===== src/rtl/instruction_fetch_unit.sv =====
// PC and fetch stage in front of a 32x8 combinational ROM: assembles 1/2-byte instructions.
// Latency 2 cycles (1-byte) or 3 cycles (2-byte) to instr_valid; holds outputs while instr_ready is low.
module instruction_fetch_unit #(
  parameter logic [15:0] TWO_BYTE_MASK = 16'h3038,
  parameter logic [3:0]  HALT_OPCODE   = 4'b0001,
  parameter logic [4:0]  RESET_PC      = 5'd0
) (
  input  logic       clk,
  input  logic       reset,
  output logic [4:0] rom_address,
  input  logic [7:0] rom_data,
  input  logic       branch_valid,
  input  logic [4:0] branch_target,
  output logic       instr_valid,
  input  logic       instr_ready,
  output logic [3:0] instr_opcode,
  output logic [3:0] instr_operand,
  output logic [7:0] instr_imm,
  output logic [4:0] instr_pc,
  output logic       halted
);

  typedef enum logic [1:0] {FETCH1, FETCH2, HOLD, HALTED} state_t;

  state_t     state;
  logic [4:0] pc;

  assign rom_address = pc;

  always_ff @(posedge clk) begin
    if (reset) begin
      state         <= FETCH1;
      pc            <= RESET_PC;
      instr_valid   <= 1'b0;
      instr_opcode  <= 4'h0;
      instr_operand <= 4'h0;
      instr_imm     <= 8'h00;
      instr_pc      <= 5'd0;
      halted        <= 1'b0;
    end else begin
      case (state)
        FETCH1: begin
          if (branch_valid) begin
            pc <= branch_target;
          end else begin
            instr_opcode  <= rom_data[7:4];
            instr_operand <= rom_data[3:0];
            instr_imm     <= 8'h00;
            instr_pc      <= pc;
            pc            <= pc + 5'd1;
            if (TWO_BYTE_MASK[rom_data[7:4]]) begin
              state <= FETCH2;
            end else begin
              state       <= HOLD;
              instr_valid <= 1'b1;
            end
          end
        end
        FETCH2: begin
          if (branch_valid) begin
            pc    <= branch_target;
            state <= FETCH1;
          end else begin
            instr_imm   <= rom_data;
            pc          <= pc + 5'd1;
            state       <= HOLD;
            instr_valid <= 1'b1;
          end
        end
        HOLD: begin
          // A redirect wins even when the held instruction is consumed this cycle.
          if (branch_valid) begin
            pc          <= branch_target;
            state       <= FETCH1;
            instr_valid <= 1'b0;
          end else if (instr_ready) begin
            instr_valid <= 1'b0;
            if (instr_opcode == HALT_OPCODE) begin
              state  <= HALTED;
              halted <= 1'b1;
            end else begin
              state <= FETCH1;
            end
          end
        end
        HALTED: begin
          state <= HALTED;
        end
        default: begin
          state <= FETCH1;
        end
      endcase
    end
  end

endmodule


===== config.mk =====
export PLATFORM = sky130hd
export DESIGN_NAME = instruction_fetch_unit
export DESIGN_NICKNAME = d
export VERILOG_FILES = /design/src/rtl/instruction_fetch_unit.sv
export SDC_FILE = /design/constraint.sdc
export NUM_CORES = 1
export LEC_CHECK = 0
export CORE_AREA = 4 4 71 53
export CTS_CLUSTER_DIAMETER = 30
export CTS_CLUSTER_SIZE = 30
export DETAILED_ROUTE_END_ITERATION = 6
export DIE_AREA = 0 0 75 57
export PLACE_DENSITY = 0.86
export SETUP_SLACK_MARGIN = 0.2
export SYNTH_ARGS = -nofsm -noshare
export SYNTH_HDL_FRONTEND = slang
export SYNTH_SLANG_ARGS = --single-unit

===== constraint.sdc =====
create_clock -name clk -period 1.8 [get_ports clk]
set_input_delay 0.18 -clock clk [delete_from_list [all_inputs] [get_ports clk]]
set_output_delay 0.18 -clock clk [all_outputs]
set_load 0.02 [all_outputs]

==> results.cfg <==
[outcome]
outcome = completed

[pwr]
ir_worst_vdd_uv = 531
p_per_area_nw_per_um2 = 1240
p_leak_nw = 0.736

[clocking]
numCtsBuffers = 5
cts_setup_buffers = 0
clock_latency_ns = 0.28
cts.path.max_buffers = 2
holdBufCountCts = 0
root_buffer = clkbuf_8
clk_pin_slew_worst_paths_ns = 0.06
cts_tree = yes
cts_sinks = 30
htreeDepth = 2

[synthesis]
syn_nets = 185
post_synth.cell_area_avg_sq_um = 8.31
synth_top_family_by_area = compound AO/OA/AOI/OAI gates
seq_area_frac_synth_pct = 44.3
synthArstFlopShare_pct = 0
synth_xor_area_share_pct = 1.29
ys.flop_type = dfxtp_1
ys_seq_elements = 30
synth_edf_count = 0
yosys-mux-area-fraction_pct = 0.831
synth.distinct_cells = 33
synth_compound_area_share_pct = 23.2
syn_inst = 163
ys_warn_count = 0
synth-simple-area-share_pct = 21.9
syn_area_sq_um = 1360
synth_fa_ha_area_share_pct = 4.62

[critical_path]
worst-path-buf-inv = 1
worstSetupStartpointType = register
crit_chain = clkdlybuf4s50_1
critical_path_required_ns = 1.62
crit_type = reg2out
endpoint_kind = output pin
critPathSlowestCell = clkdlybuf4s50_1
crit_family = buffers and inverters
max_stage_delay_ns = 0.64
arrival_ns = 1.35
startpoint = rom_address[2]$_SDFFE_PP0P_
critPathMaxFanout = 6
r2r-start = state[1]$_SDFFE_PP0P_

[routing]
post-route-drc-count = 0
first_pass_iters = 4
vias = 1373
wirelength_microns = 3760
via_per_inst = 5.47
wl_per_cell_microns = 15.0
ant_nets = 0
initialDrtViolationCount = 102

[cells_and_area]
multi_input_area_sq_um = 738
design_area_sq_um = 2020
area_delta_synth_final_pct = 49.1
nets = 234
fillers = 264
insertedDiodeCount = 0
seqCellArea_sq_um = 602
stdcell_count = 251
drive_gt1_share_pct = 15.0

[place]
place_congestion = 0.801
placed_cells = 243
place_area_sq_um = 1870
io_buffers = 44
dp_hpwl_microns = 2620

[sta]
fin_crit_ns = 1.53
finalSetupTns_ns = 0
timing.slew.headroom_pct = 74.9
period_share_pct = 84.9
max_freq_ghz = 0.655
worst-slew-pin-transition_ns = 0.375
rsz0062_at_grt = true
finalHoldViolCount = 0
fin_skew_ns = 0.00345
setup_viol = 0
slew_viol_final = 0

[grt]
grt_pass1_wl_microns = 6260
antenna_found_initial = 0
grt-ovfl-total = 0
grt.total_usage_pct = 19.1
grt_max_degree = 24
grt_pass1_vias = 1391

[flow_run]
max_cap_viol_count = 0

[die]
dieArea_sq_um = 4280
start_util_pct = 43.9
coreArea_sq_um = 3080
die_height_microns = 57
core.rowCount = 17
die_w_microns = 75
io-pin-count = 45

[hold_path]
hp-start = instr_pc[4]$_SDFFE_PP0P_
hold_path_class = reg2reg
[cell usage after synthesis, types with 2 or more instances]
library cell	instances	area, sq um
a21oi_1	27	135
a311oi_1	2	17.5
buf_2	3	15.0
clkbuf_1	5	18.8
dfxtp_1	30	601
ha_1	5	62.6
inv_1	4	15.0
nand2_1	31	116
nand2b_1	4	25.0
nand3_1	10	50.1
nor2_1	7	26.3
nor2_2	2	12.5
nor2b_1	2	12.5
o21ai_0	11	55.1
o31ai_1	2	15.0
[report_power, final]
part	internal (W)	switching (W)
sequential	0.000774	0.000100
combinational	0.000450	0.000538
clock	0.000386	0.000253
[routing by layer]
layer  vias to the layer above  GRT usage, %  wire length [microns]
met5                         -             0                      0
met4                         0          5.84                      8
met3                         2          8.98                    313
met2                        51          29.2                   1790
met1                       656          23.9                   1640
li1                        664             -                      -
[per-stage QoR]
stage | total power (W) | setup WS [ns] | hold WS (ns) | util (%)
final | 0.00250 | 0.273 | 0.454 | 65.5
after global routing | 0.00266 | 0.198 | 0.478 | 65.5
after global placement | 0.00178 | 0.142 | 0.444 | 60.6
after floorplan | 0.00143 | 0.272 | 0.316 | -
after detailed placement | 0.00181 | 0.122 | 0.448 | 60.6
after CTS | 0.00246 | 0.193 | 0.456 | 64.4
[cell type report]
type | count | share of cell area (%)
Tap cell | 38 | 2.35
Timing Repair Buffer | 51 | 25.1
Inverter | 4 | 0.743
Clock buffer | 8 | 5.45
Multi-Input combinational cell | 120 | 36.5
Sequential cell | 30 | 29.8
[cell families after synthesis]
group / after synthesis
simple gates: 61
compound gates: 51
flops: 30
buf+inv: 13
fa+ha+maj: 5
xor+xnor: 2
mux: 1
[state kept, by name, indices dropped and copies added, names as in the netlist]
register,count
rom_address,5
instr_opcode,4
instr_operand,4
instr_pc,5
state,2
halted,1
instr_valid,1
instr_imm,8
[cells in the final DEF, fill, tap and decap left out, drive strengths merged]
cell and n:
a22o 1, or2 1, o21bai 1, nor2 9, o31ai 2, buf 7
nand3 10, nor4 1, nor3 1, o311ai 2, a221o 1, clkbuf 8
dlymetal6s2s 1, nor3b 1, mux2 1, xor2 1, a221oi 2, inv 4
a311oi 2, a31oi 1, a21oi 27, ha 5, nand2b 5, nand2 31
xnor2 1, clkdlybuf4s50 43, dfxtp 30, o21ai 11, o31a 1, nor2b 2
[timing repair]
item | 4_1_cts | 5_1_grt
setup endpoints to repair | 7 | 8
pin swaps | 0 | 0
resized for setup | 2 | 9
[final timing paths]
check | to | slack, ns | cells after the start
min | instr_pc[4]$_SDFFE_PP0P_ | 0.45 | 2
max reg2reg | instr_valid$_SDFFE_PP0P_ | 0.29 | 5
max | rom_address[2] | 0.27 | 1
min reg2reg | instr_pc[4]$_SDFFE_PP0P_ | 0.45 | 2
(Power assumes the default switching activity.)
